--- config.mk ---
export PLATFORM = sky130hd
export DESIGN_NAME = pipe_hazard_ctrl
export DESIGN_NICKNAME = d
export VERILOG_FILES = /design/src/rtl/pipe_hazard_ctrl.sv
export SDC_FILE = /design/constraint.sdc
export NUM_CORES = 1
export LEC_CHECK = 0
export BUFFER_PORTS_ARGS = -buffer_cell sky130_fd_sc_hd__buf_4
export CAP_MARGIN = 20
export CORE_ASPECT_RATIO = 1.1
export CORE_UTILIZATION = 25
export CTS_CLUSTER_DIAMETER = 80
export CTS_CLUSTER_SIZE = 28
export DETAILED_ROUTE_END_ITERATION = 10
export GPL_ROUTABILITY_DRIVEN = 0
export SLEW_MARGIN = 20
export SYNTH_ARGS = -nofsm -noshare
export SYNTH_HDL_FRONTEND = slang
export SYNTH_SLANG_ARGS = --single-unit
export TNS_END_PERCENT = 1
--- constraint.sdc ---
create_clock -name clk -period 2.3 [get_ports clk]
set_clock_uncertainty 0.1 [all_clocks]
set_input_delay 0.115 -clock clk [delete_from_list [all_inputs] [get_ports clk]]
set_output_delay 0.115 -clock clk [all_outputs]
set_load 0.02 [all_outputs]
--- src/rtl/pipe_hazard_ctrl.sv ---
// Stall/flush sequencer for the five-stage MIPS pipeline.
// It covers Tuse/Tnew data hazards, mult/div occupancy, the eret-vs-mtc0 EPC hazard and a stall-cycle counter.
module pipe_hazard_ctrl #(
  parameter int MULT_LAT = 5,
  parameter int DIV_LAT  = 10,
  parameter int CNT_W    = 32
) (
  input  logic             clk,
  input  logic             reset,
  input  logic [4:0]       D_rs,
  input  logic [4:0]       D_rt,
  input  logic [1:0]       D_tuse_rs,
  input  logic [1:0]       D_tuse_rt,
  input  logic             D_is_md,
  input  logic             D_eret,
  input  logic [4:0]       E_wa,
  input  logic [1:0]       E_tnew,
  input  logic [4:0]       M_wa,
  input  logic [1:0]       M_tnew,
  input  logic             E_md_start,
  input  logic             E_md_is_div,
  input  logic             E_mtc0_epc,
  input  logic             M_mtc0_epc,
  input  logic             exc_req,
  output logic             stall,
  output logic             en_F,
  output logic             en_D,
  output logic             req,
  output logic             md_busy,
  output logic [CNT_W-1:0] stall_cnt
);

  typedef enum logic {MD_IDLE, MD_BUSY} md_state_t;

  // Reload values count the cycles left after the issue cycle; latencies must lie in 1..16.
  localparam logic [3:0] MULT_LOAD = 4'(MULT_LAT - 1);
  localparam logic [3:0] DIV_LOAD  = 4'(DIV_LAT - 1);

  md_state_t        r_md_state;
  logic [3:0]       r_md_cnt;
  logic [CNT_W-1:0] r_stall_cnt;

  logic [4:0] w_src  [2];
  logic [1:0] w_tuse [2];
  logic [1:0] w_src_stall;
  logic       w_md_issue;
  logic [3:0] w_md_load;
  logic       w_md_busy;
  logic       w_stall_md;
  logic       w_stall_eret;
  logic       w_raw_stall;
  logic       w_stall;

  assign w_src[0]  = D_rs;
  assign w_src[1]  = D_rt;
  assign w_tuse[0] = D_tuse_rs;
  assign w_tuse[1] = D_tuse_rt;

  // Tuse of 3 can never be exceeded by a 2-bit Tnew, so unused operands drop out naturally.
  genvar gi;
  generate
    for (gi = 0; gi < 2; gi++) begin : g_src_hazard
      assign w_src_stall[gi] = (w_src[gi] != 5'd0) &&
                               (((E_wa == w_src[gi]) && (E_tnew > w_tuse[gi])) ||
                                ((M_wa == w_src[gi]) && (M_tnew > w_tuse[gi])));
    end
  endgenerate

  assign w_md_issue   = E_md_start & ~exc_req;
  assign w_md_load    = E_md_is_div ? DIV_LOAD : MULT_LOAD;
  assign w_md_busy    = ~reset & ((r_md_state == MD_BUSY) | w_md_issue);
  assign w_stall_md   = D_is_md & w_md_busy;
  assign w_stall_eret = D_eret & (E_mtc0_epc | M_mtc0_epc);
  assign w_raw_stall  = w_src_stall[0] | w_src_stall[1] | w_stall_md | w_stall_eret;
  assign w_stall      = w_raw_stall & ~exc_req & ~reset;

  assign stall     = w_stall;
  assign en_F      = ~w_stall;
  assign en_D      = ~w_stall;
  assign req       = exc_req & ~reset;
  assign md_busy   = w_md_busy;
  assign stall_cnt = r_stall_cnt;

  always_ff @(posedge clk) begin
    if (reset) begin
      r_md_state  <= MD_IDLE;
      r_md_cnt    <= 4'd0;
      r_stall_cnt <= '0;
    end else begin
      if (w_stall && (r_stall_cnt != {CNT_W{1'b1}})) begin
        r_stall_cnt <= r_stall_cnt + CNT_W'(1);
      end
      case (r_md_state)
        MD_IDLE: begin
          if (w_md_issue && (w_md_load != 4'd0)) begin
            r_md_state <= MD_BUSY;
            r_md_cnt   <= w_md_load;
          end
        end
        MD_BUSY: begin
          // Leaving as the count reaches zero keeps occupancy at exactly LAT cycles.
          if (r_md_cnt <= 4'd1) begin
            r_md_state <= MD_IDLE;
            r_md_cnt   <= 4'd0;
          end else begin
            r_md_cnt <= r_md_cnt - 4'd1;
          end
        end
        default: begin
          r_md_state <= MD_IDLE;
          r_md_cnt   <= 4'd0;
        end
      endcase
    end
  end

endmodule

==> results.tsv, run 1 <==
stage	metric	value	unit
synthesis	post-synthesis sequential area ratio	29.1	%
floorplanning	Core Area	9890	um2
clock_tree	clock slew seen by the registers of the worst setup and hold paths	0.08	ns
sta	final period utilization	93.1	%
sta	Final Hold Vio Count	0	
drt	drt pass-1 iters	7	
synthesis	post-synthesis register bit count	37	
power	leakage	1.46	nW
floorplanning	die outline width	98.2	um
synthesis	Distinct cells, synth	47	
grt	initial antenna violation count	0	
final_layout	n_diodes	0	
worst_setup_path	crit end category	flip-flop	
clock_tree	CTS tree	done	
outcome	violated checks	DRC	
sta	FMAX	467	MHz
synthesis	Mapped Area	2550	um2
worst_setup_path	Crit Path Max Fanout	6	
worst_setup_path	CP top delay family	simple AND/OR/NAND/NOR gates	
grt	largest net degree at the start of global routing	27	
grt	grt ovf	0	
floorplanning	DIE HEIGHT	108	um
placement	IO buf count	73	
worst_setup_path	critical path's most frequent cell	nand2_1	
clock_tree	Clk Tree Root Cell	clkbuf_8	
drt	detailed-route via count	2611	
placement	post-place setup slack	-0.154	ns
worst_setup_path	Slowest cell on crit path	dfxtp_1	
sta	Slew headroom	69.9	%
clock_tree	TritonCTS Buffers	5	
clock_tree	CTS Hold Buffers Added	0	
final_layout	most common cell after layout, fill and taps aside	buf_4	
final_layout	leading cell types in the layout, fill and taps excluded	98 x buf_4, 36 x dfxtp_1, 33 x nor2_1	
drt	routed wire length per instance	13.2	um
worst_setup_path	worst path cell trace	and3_1, nand2_1, nor2_2, nand2_1, or4_1, nor3_1, mux2_2	
power	Power Density	398	nW/um2
synthesis	Syn Area/Cell	8.01	um2
sta	Period minus WS final	2.14	ns
grt	Total GRT Usage	13.6	%
floorplanning	I/O pin count	74	
worst_setup_path	startpoint type of the worst setup path	flip-flop	
placement	HPWL Detailed	5560	um
synthesis	Post-Syn Nets	366	
sta	Slew @ Worst Pin	0.451	ns
drt	Iter 0 DRT Violations	101	
floorplanning	Core Rows	38	
final_layout	share of cells above drive strength 1	31.5	%
sta	RSZ-0062 raised after global routing	no	
outcome	status	complete, but fails checks	
grt	vias in the first global route	2572	
clock_tree	H-tree depth	2	
worst_setup_path	Critical Path AT	2.22	ns
sta	max-slew violations	0	
drt	Antenna Violating Nets Remaining	0	
sta	Setup Viol. Count Final	0	
clock_tree	clock sinks	37	
clock_tree	postcts setup bufs	0	
synthesis	cells after synthesis	318	
final_layout	Nets	458	
sta	setup ws final	0.159	ns
worst_setup_path	Setup CP Type	flip-flop to flip-flop	
run	number of max-cap violations	0	
drt	Total Routed Length	7010	um
synthesis	YS warnings	0	
worst_setup_path	Buf/Inv on CP	0	
floorplanning	initial core utilization	25.8	%
final_layout	Area Growth Syn to Fin	36.4	%
drt	DR vias/cell	4.93	
worst_setup_path	CP required	2.38	ns
power	Pwr Total	1.38	mW
grt	first-pass GRT wire length	11800	um
floorplanning	DIE AREA	10600	um2
clock_tree	clk buf depth	2	
worst_setup_path	slowest stage delay, CP	0.41	ns
drt	DR DRC count	10	
power	Max VDD drop	0.179	mV
worst_hold_path	hold crit path type	input pin to flip-flop	
clock_tree	Worst-Skew Late Latency	0.29	ns
## registers in the layout, indices dropped and copies added (netlist names)
signal and count:
stall_cnt 32, r_md_cnt 4, r_md_state 1
## power by group
group | switching, mW | internal (mW) | total [mW]
Combinational | 0.136 | 0.128 | 0.264
Sequential | 0.00656 | 0.649 | 0.655
Clock | 0.227 | 0.238 | 0.465
Total | 0.370 | 1.01 | 1.38
## cell families (layout without fill, tap and decap cells)
group                      count (synthesis)  in the layout  share of synthesized area [%]
and+or+nand+nor                          150            150                           31.7
buffers and inverters                     32            124                           6.14
xor gates and xnor gates                  20             20                           6.88
adders and majority gates                 11             11                           5.40
muxes                                     16             16                           7.07
DFF                                       37             37                           29.1
AOI/OAI and AO/OA                         52             52                           13.7
## repair_timing
action / CTS / global route
resized for setup: 0 / 1
setup endpoints to repair: 0 / 4
endpoints found under the hold margin: 0 / 0
## final cells by class
cell class | instances | area (um2)
fill | 1048 | 6410
timing repair buffer | 101 | 787
sequential | 37 | 742
tap | 120 | 150
inverter | 16 | 60.1
multi-input combinational | 249 | 1650
clock buffer | 7 | 86.3
## cells in the mapped netlist, drive strengths merged
| master | count | area share, % |
|---|---|---|
| a21oi | 16 | 3.1 |
| clkbuf | 7 | 1.1 |
| xnor2 | 16 | 5.5 |
| o31ai | 3 | 0.88 |
| a22oi | 2 | 0.59 |
| nor2 | 34 | 5.1 |
| a211oi | 2 | 0.59 |
| xor2 | 4 | 1.4 |
| mux2 | 16 | 7.1 |
| nor4 | 11 | 2.7 |
| o41ai | 4 | 1.4 |
| o211a | 2 | 0.79 |
| o31a | 1 | 0.34 |
| o22ai | 3 | 0.74 |
| and4 | 2 | 0.69 |
| a21o | 2 | 0.59 |
| inv | 16 | 2.4 |
| o21a | 2 | 0.59 |
| nor4b | 1 | 0.34 |
| dfxtp | 37 | 29 |
| nor3 | 15 | 3.8 |
| nand3 | 19 | 3.7 |
| nand2 | 21 | 3.1 |
| ha | 11 | 5.4 |
| and3 | 2 | 0.49 |
| o311ai | 3 | 1.0 |
| nand4 | 9 | 2.2 |
| nand3b | 2 | 0.59 |
| buf | 9 | 2.7 |
| o21ai | 7 | 1.4 |
| nor2b | 17 | 4.2 |
| o32ai | 1 | 0.34 |
| or4 | 6 | 1.8 |
| or2 | 2 | 0.49 |
| o311a | 1 | 0.39 |
| or3 | 5 | 1.2 |
| and2 | 1 | 0.25 |
| nand2b | 3 | 1.0 |
| a31oi | 1 | 0.25 |
| o2111ai | 2 | 0.69 |
## per-layer routing
metal | GRT usage (%) | vias up | part of all wire, %
li1 | - | 1335 | -
met1 | 16.4 | 1197 | 44
met2 | 24.3 | 72 | 48
met3 | 2.99 | 7 | 6.5
met4 | 3.41 | 0 | 1.2
met5 | 0 | - | 0
## worst paths after layout
kind	start	endpoint	slack (ns)	cells past startpoint
setup / recovery	stall_cnt[6]$_SDFFE_PP0P_	stall_cnt[31]$_SDFFE_PP0P_	0.16	7
hold / removal	E_md_is_div	r_md_cnt[2]$_SDFFE_PP0N_	0.15	4
setup reg to reg	stall_cnt[6]$_SDFFE_PP0P_	stall_cnt[31]$_SDFFE_PP0P_	0.16	7
hold reg to reg	stall_cnt[24]$_SDFFE_PP0P_	stall_cnt[24]$_SDFFE_PP0P_	0.43	2
## tightest hold or removal path: stages
cell and delay (ns):
buf_4 0.09, o32ai_1 0.06, a22oi_1 0.18, nor2_1 0.05
## through the flow
| stage | setup TNS, ns | hold slack [ns] | util [%] | cell area (um2) | instances |
|---|---|---|---|---|---|
| after floorplan | 0 | 0.292 | - | 2550 | 318 |
| after global placement | -0.491 | 0.401 | 34.2 | 3390 | 523 |
| after detailed placement | -1.47 | 0.416 | 34.2 | 3390 | 523 |
| after CTS | 0 | 0.154 | 35.1 | 3470 | 530 |
| after global routing | 0 | 0.168 | 35.1 | 3480 | 530 |
| final | 0 | 0.148 | 35.1 | 3480 | 530 |
No activity file was read; power rests on OpenSTA's default activity.
==> run 2, diff against run 1 <==
--- a/config.mk
+++ b/config.mk
@@ -5,6 +5,7 @@
 export SDC_FILE = /design/constraint.sdc
 export NUM_CORES = 1
 export LEC_CHECK = 0
+export ABC_AREA = 1
 export BUFFER_PORTS_ARGS = -buffer_cell sky130_fd_sc_hd__buf_4
 export CAP_MARGIN = 20
 export CORE_ASPECT_RATIO = 1.1
==> run 2 against run 1 <==
The run still ends with DRC left. Area after synthesis is 28% higher. Count of clock-buffer cells in the layout did not move. Combinational power grew 27%. Design area is 19% higher. Hold slack got worse by 0.087 ns. Critical path type unchanged. Largest cell class unchanged.
==> results.tsv, run 2 <==
stage	metric	value	unit	change
drt	Iter 0 DRT Violations	228		+130%
sta	max-slew violations	0		unchanged
floorplanning	I/O pin count	74		unchanged
synthesis	cells after synthesis	572		+80%
grt	Total GRT Usage	13.0	%	-0.59 points
final_layout	leading cell types in the layout, fill and taps excluded	156 x nand2_1, 114 x inv_1, 80 x nor2_1		
synthesis	post-synthesis sequential area ratio	22.7	%	-6.4 points
run	number of max-cap violations	0		unchanged
synthesis	Syn Area/Cell	5.71	um2	-29%
clock_tree	H-tree depth	2		unchanged
drt	detailed-route via count	3510		+34%
synthesis	Post-synth top cells	156 x nand2_1, 114 x inv_1, 81 x nor2_1		
worst_setup_path	Critical Path AT	2.06	ns	-0.16 ns
outcome	status	complete, but fails checks		
synthesis	EDFF count, synth	0		unchanged
synthesis	Distinct cells, synth	30		-36%
sta	Fin Hold WS	0.0610	ns	-0.0874 ns
grt	grt ovf	0		unchanged
final_layout	fillcell total	1430		+36%
sta	Slew headroom	47.4	%	-23 points
worst_setup_path	Setup crit start	stall_cnt[0]$_SDFFE_PP0P_		
sta	RSZ-0062 raised after global routing	no		
worst_setup_path	Setup CP Type	flip-flop to flip-flop		
clock_tree	postcts setup bufs	0		unchanged
grt	initial antenna violation count	0		unchanged
outcome	violated checks	DRC		
sta	Slew @ Worst Pin	0.789	ns	+0.338 ns
drt	DR DRC count	9		-1
worst_hold_path	worst min-delay path startpoint	reset		
synthesis	post-synthesis register bit count	37		unchanged
worst_setup_path	Crit Path Max Fanout	13		+7
power	Power Density	406	nW/um2	+2.0%
sta	Setup Viol. Count Final	0		unchanged
floorplanning	initial core utilization	25.7	%	-0.040 points
synthesis	main area contributors after synthesis	dfxtp_1 23%, nand2_1 18%, inv_1 13%		
drt	routed wire length per instance	10.7	um	-19%
worst_setup_path	worst r2r src	stall_cnt[0]$_SDFFE_PP0P_		
synthesis	Post-Syn Nets	620		+69%
floorplanning	die outline width	111	um	+13%
drt	drt pass-1 iters	8		+1
drt	DR vias/cell	4.40		-11%
grt	largest net degree at the start of global routing	60		+120%
final_layout	Area Growth Syn to Fin	26.6	%	
clock_tree	cts repair resizes	0		unchanged
sta	Period minus WS final	1.99	ns	-0.148 ns
clock_tree	TritonCTS Buffers	5		unchanged
drt	Antenna Violating Nets Remaining	0		unchanged
power	Max VDD drop	0.208	mV	+16%
worst_setup_path	startpoint type of the worst setup path	flip-flop		
synthesis	top_reg_cell synth	dfxtp_1		
final_layout	Largest register FFs	32		unchanged
final_layout	share of cells above drive strength 1	19.0	%	-12 points
synthesis	top-count cell post-synth	nand2_1		
drt	Total Routed Length	8570	um	+22%
worst_setup_path	CP required	2.37	ns	about the same
placement	HPWL Detailed	6690	um	+20%
floorplanning	DIE HEIGHT	122	um	+13%
clock_tree	Clk Tree Root Cell	clkbuf_16		
synthesis	most area-hungry cell type in the Yosys netlist	dfxtp_1		
synthesis	post-synthesis async set-or-reset flop share	0	%	unchanged
final_layout	most common cell after layout, fill and taps aside	nand2_1		
placement	DP Area	3990	um2	+18%
clock_tree	clk buf depth	2		unchanged
floorplanning	Core Area	12700	um2	+28%
placement	IO buf count	73		unchanged
sta	Final Hold Vio Count	0		unchanged
synthesis	Mapped Area	3270	um2	+28%
floorplanning	DIE AREA	13500	um2	+28%
final_layout	fin area	4130	um2	+19%
clock_tree	clock sinks	37		unchanged
worst_hold_path	hold crit path type	input pin to flip-flop		
power	Pwr Total	1.68	mW	+21%
grt	vias in the first global route	3160		+23%
final_layout	n_diodes	0		unchanged
sta	setup TNS	0	ns	unchanged
power	leakage	2.14	nW	+46%
clock_tree	clock slew seen by the registers of the worst setup and hold paths	0.06	ns	-0.02 ns
synthesis	Synth top area share	22.7	%	-6.4 points
final_layout	Nets	689		+50%
clock_tree	CTS Hold Buffers Added	0		unchanged
clock_tree	Worst-Skew Late Latency	0.28	ns	about the same
sta	FMAX	502	MHz	+7.4%
grt	first-pass GRT wire length	14300	um	+21%
clock_tree	CTS tree	done		
worst_setup_path	crit end category	flip-flop		
synthesis	YS warnings	0		unchanged
floorplanning	Core Rows	43		+13%
sta	final period utilization	86.7	%	-6.4 points
-- run 2: changes by cell type after synthesis, sizes merged, moves of 5 or more --
cell and delta:
a21oi -11, inv +104, mux2 -16, nand2 +141, nand3 +40, nand4 +26, nor2 +59, nor2b -17
nor3 -5, nor4 -10, or4 -6, xnor2 -14
-- run 2: critical path: stages (launching register included) --
cell     delay [ns]
dfxtp_1        0.33
ha_1           0.23
nand3_1        0.17
inv_2          0.10
nand2_2        0.09
nor2_8         0.17
nand3_4        0.18
nand2_1        0.21
nor2_1         0.09
nand3_1        0.08
nand2_1        0.05
nand2_1        0.05
nor2_1         0.04
-- run 2: metal layers --
layer / up-vias / wire length, um / GRT usage, % / share of wire (%)
met3: 9 / 451 / 2.79 / 5.3
met1: 1523 / 4050 / 16.2 / 47
li1: 1900 / - / - / -
met5: - / 0 / 0 / 0
met2: 78 / 3940 / 22.1 / 46
met4: 0 / 126 / 4.62 / 1.5
-- run 2: logic make-up after synthesis --
| group | after synthesis | share of synthesized area, % |
|---|---|---|
| AOI/OAI and AO/OA | 13 | 2.41 |
| xor gates and xnor gates | 8 | 2.15 |
| adders and majority gates | 11 | 4.21 |
| buffers and inverters | 142 | 17.6 |
| DFF | 37 | 22.7 |
| and+or+nand+nor | 361 | 51.0 |
-- run 2: cell type report --
| type | instances | area [um2] | area share, % |
|---|---|---|---|
| inverters | 123 | 462 | 11.2 |
| clock buffers | 7 | 143 | 3.45 |
| flip-flops and latches | 37 | 741 | 17.9 |
| repair buffers | 81 | 633 | 15.3 |
| well taps | 157 | 196 | 4.75 |
| multi-input cells | 393 | 1960 | 47.4 |
-- run 2: final timing paths --
kind,endpoint,slack [ns],depth (start not counted)
worst max-delay path,stall_cnt[9]$_SDFFE_PP0P_,0.31,12
worst min-delay path,r_md_cnt[1]$_SDFFE_PP0N_,0.06,2
worst max register to register,stall_cnt[9]$_SDFFE_PP0P_,0.31,12
worst min register to register,r_md_state$_SDFF_PP0_,0.37,1
-- run 2: through the flow --
| stage | instances | worst slack [ns] | utilization [%] |
|---|---|---|---|
| final | 798 | 0.306 | 32.5 |
| after global routing | 798 | 0.0852 | 32.5 |
| after CTS | 798 | 0.288 | 32.5 |
| after detailed placement | 791 | 0.278 | 31.4 |
| after global placement | 791 | 0.276 | 31.4 |
| after floorplan | 572 | 0.339 | - |
-- run 2: where the power goes --
group | total, mW | internal (mW) | switching [mW]
registers | 0.661 | 0.653 | 0.00808
logic | 0.334 | 0.138 | 0.196
clock network | 0.683 | 0.426 | 0.258
total | 1.68 | 1.22 | 0.461
